File: src/rtl/uart_cmd_handler_if.sv
// uart_cmd_handler_if: UART word handshake plus memory request bus.
// master = command handler, slave = UART and memory side.
interface uart_cmd_handler_if;
    logic        uart_read;
    logic        uart_write;
    logic        uart_response;
    logic [31:0] uart_read_data;
    logic [31:0] uart_write_data;
    logic        mem_req;
    logic        mem_we;
    logic [31:0] mem_addr;
    logic [31:0] mem_wdata;
    logic [31:0] mem_rdata;
    logic        mem_ack;

    modport master (
        output uart_read, uart_write, uart_write_data,
        output mem_req, mem_we, mem_addr, mem_wdata,
        input  uart_response, uart_read_data, mem_rdata, mem_ack
    );

    modport slave (
        input  uart_read, uart_write, uart_write_data,
        input  mem_req, mem_we, mem_addr, mem_wdata,
        output uart_response, uart_read_data, mem_rdata, mem_ack
    );
endinterface

File: src/rtl/uart_cmd_handler.sv
// uart_cmd_handler: pulls command/argument words from the UART, runs
// PING / READ_MEM / WRITE_MEM / CORE_RST and returns one reply word.
// Ports: clk, reset (sync, active high), bus (UART + memory, master),
//   core_reset (level, holds the core), cmd_error (one-cycle pulse).
// Optional: define CMD_TIMEOUT_EN to abort a command whose arguments
//   do not arrive within TIMEOUT_CYCLES clocks.
module uart_cmd_handler #(
    parameter logic [31:0] PONG_WORD = 32'h706F6E67,
    parameter logic [31:0] ACK_WORD  = 32'h00000001,
    parameter logic [31:0] ERR_WORD  = 32'hFFFFFFFF
`ifdef CMD_TIMEOUT_EN
    ,
    parameter int unsigned TIMEOUT_CYCLES = 25000000
`endif
) (
    input  logic               clk,
    input  logic               reset,
    uart_cmd_handler_if.master bus,
    output logic               core_reset,
    output logic               cmd_error
);
    localparam logic [7:0] OP_PING  = 8'h70;
    localparam logic [7:0] OP_READ  = 8'h52;
    localparam logic [7:0] OP_WRITE = 8'h57;
    localparam logic [7:0] OP_CRST  = 8'h43;

    typedef enum logic [2:0] {
        IDLE, WAIT_CMD, DECODE, WAIT_ADDR,
        WAIT_DATA, MEM, SEND, WAIT_TX
    } state_t;

    state_t      state, state_nxt;
    // Only the opcode byte and the core-reset bit of a command matter.
    logic [8:0]  cmd, cmd_nxt;
    logic [31:0] rdata, rdata_nxt;
    logic [31:0] reply;
    logic        read_nxt, write_nxt, req_nxt, we_nxt;
    logic        core_nxt, err_nxt;
    logic [31:0] tx_nxt, addr_nxt, wdata_nxt;
    logic        timeout;

`ifdef CMD_TIMEOUT_EN
    logic [31:0] timer;

    assign timeout = (timer == TIMEOUT_CYCLES - 1);

    // Counts argument-wait cycles; any state change restarts it.
    always_ff @(posedge clk) begin
        if (reset || state_nxt != state)
            timer <= '0;
        else if (state == WAIT_ADDR || state == WAIT_DATA)
            timer <= timer + 32'd1;
    end
`else
    assign timeout = 1'b0;
`endif

    always_comb begin
        reply = ERR_WORD;
        case (cmd[7:0])
            OP_PING:           reply = PONG_WORD;
            OP_READ:           reply = rdata;
            OP_WRITE, OP_CRST: reply = ACK_WORD;
            default:           reply = ERR_WORD;
        endcase
    end

    always_comb begin
        state_nxt = state;
        cmd_nxt   = cmd;
        rdata_nxt = rdata;
        read_nxt  = 1'b0;
        write_nxt = 1'b0;
        err_nxt   = 1'b0;
        tx_nxt    = bus.uart_write_data;
        req_nxt   = bus.mem_req;
        we_nxt    = bus.mem_we;
        addr_nxt  = bus.mem_addr;
        wdata_nxt = bus.mem_wdata;
        core_nxt  = core_reset;
        unique case (state)
            IDLE: begin
                read_nxt  = 1'b1;
                state_nxt = WAIT_CMD;
            end
            WAIT_CMD: begin
                if (bus.uart_response) begin
                    cmd_nxt   = bus.uart_read_data[8:0];
                    state_nxt = DECODE;
                end
            end
            DECODE: begin
                state_nxt = SEND;
                case (cmd[7:0])
                    OP_READ, OP_WRITE: begin
                        read_nxt  = 1'b1;
                        we_nxt    = (cmd[7:0] == OP_WRITE);
                        state_nxt = WAIT_ADDR;
                    end
                    OP_CRST: core_nxt = cmd[8];
                    OP_PING: ;
                    default: err_nxt = 1'b1;
                endcase
            end
            WAIT_ADDR: begin
                if (bus.uart_response) begin
                    addr_nxt = bus.uart_read_data;
                    if (bus.mem_we) begin
                        read_nxt  = 1'b1;
                        state_nxt = WAIT_DATA;
                    end else begin
                        req_nxt   = 1'b1;
                        state_nxt = MEM;
                    end
                end else if (timeout) begin
                    err_nxt   = 1'b1;
                    state_nxt = IDLE;
                end
            end
            WAIT_DATA: begin
                if (bus.uart_response) begin
                    wdata_nxt = bus.uart_read_data;
                    req_nxt   = 1'b1;
                    state_nxt = MEM;
                end else if (timeout) begin
                    err_nxt   = 1'b1;
                    state_nxt = IDLE;
                end
            end
            MEM: begin
                if (bus.mem_ack) begin
                    rdata_nxt = bus.mem_rdata;
                    req_nxt   = 1'b0;
                    state_nxt = SEND;
                end
            end
            SEND: begin
                tx_nxt    = reply;
                write_nxt = 1'b1;
                state_nxt = WAIT_TX;
            end
            WAIT_TX: begin
                if (bus.uart_response)
                    state_nxt = IDLE;
            end
            default: state_nxt = IDLE;
        endcase
    end

    always_ff @(posedge clk) begin
        if (reset) begin
            state               <= IDLE;
            cmd                 <= '0;
            rdata               <= '0;
            bus.uart_read       <= 1'b0;
            bus.uart_write      <= 1'b0;
            bus.uart_write_data <= '0;
            bus.mem_req         <= 1'b0;
            bus.mem_we          <= 1'b0;
            bus.mem_addr        <= '0;
            bus.mem_wdata       <= '0;
            core_reset          <= 1'b1;
            cmd_error           <= 1'b0;
        end else begin
            state               <= state_nxt;
            cmd                 <= cmd_nxt;
            rdata               <= rdata_nxt;
            bus.uart_read       <= read_nxt;
            bus.uart_write      <= write_nxt;
            bus.uart_write_data <= tx_nxt;
            bus.mem_req         <= req_nxt;
            bus.mem_we          <= we_nxt;
            bus.mem_addr        <= addr_nxt;
            bus.mem_wdata       <= wdata_nxt;
            core_reset          <= core_nxt;
            cmd_error           <= err_nxt;
        end
    end
endmodule

File: src/flat_wrapper.sv
// flat-port wrapper written by rule: the top's interface ports become plain ports
module uart_cmd_handler_flat 
#(
    parameter logic [31:0] PONG_WORD = 32'h706F6E67,
    parameter logic [31:0] ACK_WORD  = 32'h00000001,
    parameter logic [31:0] ERR_WORD  = 32'hFFFFFFFF

)
  (clk, reset, core_reset, cmd_error, bus_uart_read, bus_uart_write, bus_uart_write_data, bus_mem_req, bus_mem_we, bus_mem_addr, bus_mem_wdata, bus_uart_response, bus_uart_read_data, bus_mem_rdata, bus_mem_ack);
  uart_cmd_handler_if bus_i ();
  input  logic clk;
  input  logic reset;
  output logic core_reset;
  output logic cmd_error;
  output wire logic [$bits(bus_i.uart_read)-1:0] bus_uart_read;
  output wire logic [$bits(bus_i.uart_write)-1:0] bus_uart_write;
  output wire logic [$bits(bus_i.uart_write_data)-1:0] bus_uart_write_data;
  output wire logic [$bits(bus_i.mem_req)-1:0] bus_mem_req;
  output wire logic [$bits(bus_i.mem_we)-1:0] bus_mem_we;
  output wire logic [$bits(bus_i.mem_addr)-1:0] bus_mem_addr;
  output wire logic [$bits(bus_i.mem_wdata)-1:0] bus_mem_wdata;
  input wire logic [$bits(bus_i.uart_response)-1:0] bus_uart_response;
  input wire logic [$bits(bus_i.uart_read_data)-1:0] bus_uart_read_data;
  input wire logic [$bits(bus_i.mem_rdata)-1:0] bus_mem_rdata;
  input wire logic [$bits(bus_i.mem_ack)-1:0] bus_mem_ack;
  assign bus_uart_read = bus_i.uart_read;
  assign bus_uart_write = bus_i.uart_write;
  assign bus_uart_write_data = bus_i.uart_write_data;
  assign bus_mem_req = bus_i.mem_req;
  assign bus_mem_we = bus_i.mem_we;
  assign bus_mem_addr = bus_i.mem_addr;
  assign bus_mem_wdata = bus_i.mem_wdata;
  assign bus_i.uart_response = bus_uart_response;
  assign bus_i.uart_read_data = bus_uart_read_data;
  assign bus_i.mem_rdata = bus_mem_rdata;
  assign bus_i.mem_ack = bus_mem_ack;
  uart_cmd_handler #(.PONG_WORD(PONG_WORD), .ACK_WORD(ACK_WORD), .ERR_WORD(ERR_WORD)) u_core (.clk(clk), .reset(reset), .bus(bus_i), .core_reset(core_reset), .cmd_error(cmd_error));
endmodule
File: config.mk
export PLATFORM = sky130hd
export DESIGN_NAME = uart_cmd_handler_flat
export DESIGN_NICKNAME = d
export VERILOG_FILES = /design/src/rtl/uart_cmd_handler_if.sv /design/src/rtl/uart_cmd_handler.sv /design/src/flat_wrapper.sv
export SDC_FILE = /design/constraint.sdc
export NUM_CORES = 1
export LEC_CHECK = 0
export CORE_ASPECT_RATIO = 1.75
export CORE_UTILIZATION = 50
export CTS_CLUSTER_DIAMETER = 40
export DETAILED_ROUTE_END_ITERATION = 10
export PLACE_DENSITY = 0.82
export SLEW_MARGIN = 20
export SYNTH_ARGS = -nofsm -noshare
export SYNTH_HDL_FRONTEND = slang
export SYNTH_SLANG_ARGS = --single-unit
export TNS_END_PERCENT = 50
File: constraint.sdc
create_clock -name clk -period 3.4 [get_ports clk]
set_input_delay 0.68 -clock clk [delete_from_list [all_inputs] [get_ports clk]]
set_output_delay 0.68 -clock clk [all_outputs]
set_load 0.05 [all_outputs]
==> qor.yml <==
route:
  met1_length_um: 5660
  wirelength_um: 15000
  wl_met3_um: 972
  drc_errors: 0
  post_drt_wl_per_cell_um: 15.6
  route.vias.total: 5196
  drt_iter0_markers: 246
  firstDrtPassIters: 5
  wl_met2_um: 8000
  drtAntennaViolNets: 0
  top_layer: "met4"
  vias_per_cell: 5.40
placement:
  portBuffers: 169
  place_area_mm2: 0.00718
  gp_congestion: 0.793
  place_hpwl_um: 10000
sta:
  fin_crit_sh_pct: 71.7
  finalHoldViolCount: 0
  relSlewSlack_pct: 24.9
  setup_violations: 0
  timing.fmax_mhz: 410
  hold_ws_ns: 0.453
  period_minus_slack_ns: 2.44
  rsz0062_at_grt: "no"
  skew_ns: 0.00793
  setup_tns_ns: 0
  worst_pin_slew_ns: 1.13
  slew_viol_final: 0
setup_path:
  r2r_cells: 5
  crit_path_top_delay_cell: "clkdlybuf4s50_1"
  rrSetupSlack_ns: 1.22
  worst_setup_path_start_kind: "flop"
  r2r-start: "u_core.state[0]"
  crit_chain: "clkdlybuf4s50_1"
  critical_path_class: "flop to output pin"
  rr_endpoint: "u_core.bus.uart_write_data[20]"
  cp_data_arrival_time_ns: 1.76
  cp.depth: 1
  required_ns: 2.72
  critPathCaptureType: "output pin"
  crit_buf_inv: 1
  critPathTopFamily: "buffers and inverters"
  cp_slowest_stage_delay_ns: 0.86
  worst-path-max-fanout: 6
power:
  powerDensity_mw_per_mm2: 653
  power_mw: 5.10
  ir_worst_vdd_v: 0.000479
  leakage_nw: 2.66
logic_synthesis:
  synthTopCellsByArea: "dfxtp_1 (53%), nand2_1 (15%), a21oi_1 (9.3%), a211oi_1 (4.1%), nor2_1 (3.3%)"
  synthAdderAreaFrac_pct: 0.908
  synth_nets: 746
  syn_inst: 674
  synth_top_area_share_pct: 53.0
  synth_xor_area_share_pct: 0.318
  synth.most_common_cell: "nand2_1"
  synth_ff_type: "dfxtp_1"
  syn_area_mm2: 0.00551
  syn_area_per_cell_um2: 8.18
  synth_compound_area_share_pct: 16.3
  yosys.area.top_type: "dfxtp_1"
  yosys-top-cells-count: "nand2_1 (225), dfxtp_1 (146), a21oi_1 (102), nor2_1 (48), clkbuf_1 (35)"
  synth_seq_area_share_pct: 53.0
  yosysWarnings: 0
  ys_types: 42
  async_reset_ff_share_pct: 0
  ys_ff_latch: 146
  muxShareOfSynthArea_pct: 1.63
  synthSimpleGateAreaFrac_pct: 22.8
  synth_top_family_by_area: "simple AND/OR/NAND/NOR gates"
  synth_edf_count: 0
clock_tree:
  postCtsResizedCells: 0
  clkLatencyLatePin_ns: 0.41
  h-tree-depth: 4
  clock-sinks: 146
  root_buffer: "clkbuf_16"
  cts_tree: "done"
  clk_path_buf_depth: 2
  holdBufCountCts: 0
  post_cts_buffers: 0
  clk_pin_slew_worst_paths_ns: 0.06
  cts_made_buffers: 17
floorplanning:
  rows: 50
  die_w_um: 81.4
  design.core.area_mm2: 0.0107
  start_util_pct: 51.5
  ioPinCount: 170
  die-area_mm2: 0.0115
  fp.dieH_um: 141
global_route:
  grt_usage_pct: 27.0
  antenna_found_initial: 0
  grt_pass1_wl_um: 23900
  grt_pass1_vias: 5021
  grt_max_degree: 109
  grt_overflow: 0
final_layout:
  layout-drive-gt1-share_pct: 5.89
  nFillCells: 802
  layout.nets: 892
  area_delta_synth_final_pct: 41.6
  fin_area_mm2: 0.00780
  diodes: 0
min_path:
  hp-start: "u_core.bus.mem_wdata[21]"
  hp-class: "flop to flop"
  min_to: "u_core.bus.mem_wdata[21]"
  hold_path_depth: 2
outcome:
  status: "completed"
run:
  drv_cap: 0
## metrics by stage
stage	util, %	cells	worst slack [ns]
final	73.0	962	0.963
after floorplan	-	674	1.77
after global routing	73.0	962	0.924
after global placement	67.1	931	1.14
after CTS	73.0	962	0.946
after detailed placement	67.1	931	1.04
## state kept, by name, summed over array words and instances, names as in the netlist
signal / cells
u_core.bus.mem_addr: 32
u_core.bus.mem_req: 1
u_core.bus.mem_wdata: 32
u_core.bus.mem_we: 1
u_core.bus.uart_read: 1
u_core.bus.uart_write: 1
u_core.bus.uart_write_data: 32
u_core.cmd: 9
u_core.cmd_error: 1
u_core.core_reset: 1
u_core.rdata: 32
u_core.state: 3
## power breakdown
part           total, mW  leakage [nW]  internal [mW]  switching (mW)
Sequential          1.96          1.18           1.86           0.107
Combinational       1.17          1.18          0.427           0.746
Clock               1.96         0.293           1.25           0.713
Total               5.10          2.66           3.53            1.57
## final cells by class
cell class / instances / area [um2] / share of cell area (%)
Tap cell: 130 / 163 / 2.08
Clock buffer: 20 / 447 / 5.72
Multi-Input combinational cell: 472 / 2320 / 29.7
Timing Repair Buffer: 179 / 1760 / 22.6
Clock inverter: 11 / 178 / 2.28
Inverter: 4 / 15.0 / 0.192
Sequential cell: 146 / 2920 / 37.4
## how the worst max path moves through the flow
stage                                  from                             end  slack, ns
after global routing      u_core.bus.mem_we                      bus_mem_we       0.92
final                     u_core.bus.mem_we                      bus_mem_we       0.96
after CTS                 u_core.bus.mem_we                      bus_mem_we       0.95
after global placement    bus_uart_response         u_core.bus.mem_addr[18]       1.14
after floorplan             u_core.state[0]  u_core.bus.uart_write_data[30]       1.77
after detailed placement  bus_uart_response         u_core.bus.mem_addr[18]       1.04
## cell families after synthesis
| logic type | after synthesis |
|---|---|
| fa+ha+maj | 4 |
| compound gates | 152 |
| mux | 9 |
| xor+xnor | 2 |
| buf+inv | 56 |
| flops | 146 |
| simple gates | 305 |
## metal layers
| layer | vias to the layer above | GRT usage (%) |
|---|---|---|
| met2 | 180 | 48.0 |
| met3 | 30 | 7.96 |
| met1 | 2464 | 28.6 |
| met5 | - | 0 |
| met4 | 0 | 11.6 |
| li1 | 2522 | - |
## placed cells by master, fill, tap and decap left out, types with 2 or more instances in the layout
cell               n
nor2_1            48
a211oi_2           4
o21a_1             2
a31oi_1            2
nor2b_1            5
bufinv_16          4
clkbuf_1           2
a21oi_1          102
buf_4             11
o21ai_0            5
nand2_1          225
clkdlybuf4s50_1  168
nor4_1             2
and3_1             4
mux2i_1            9
xnor2_1            2
ha_1               4
nand3_1            7
clkinvlp_4         3
clkinv_4           2
dfxtp_1          146
a211oi_1          30
inv_1              4
and4_1             2
clkbuf_16         17
inv_6              2
No activity file was read; power rests on OpenSTA's default activity.
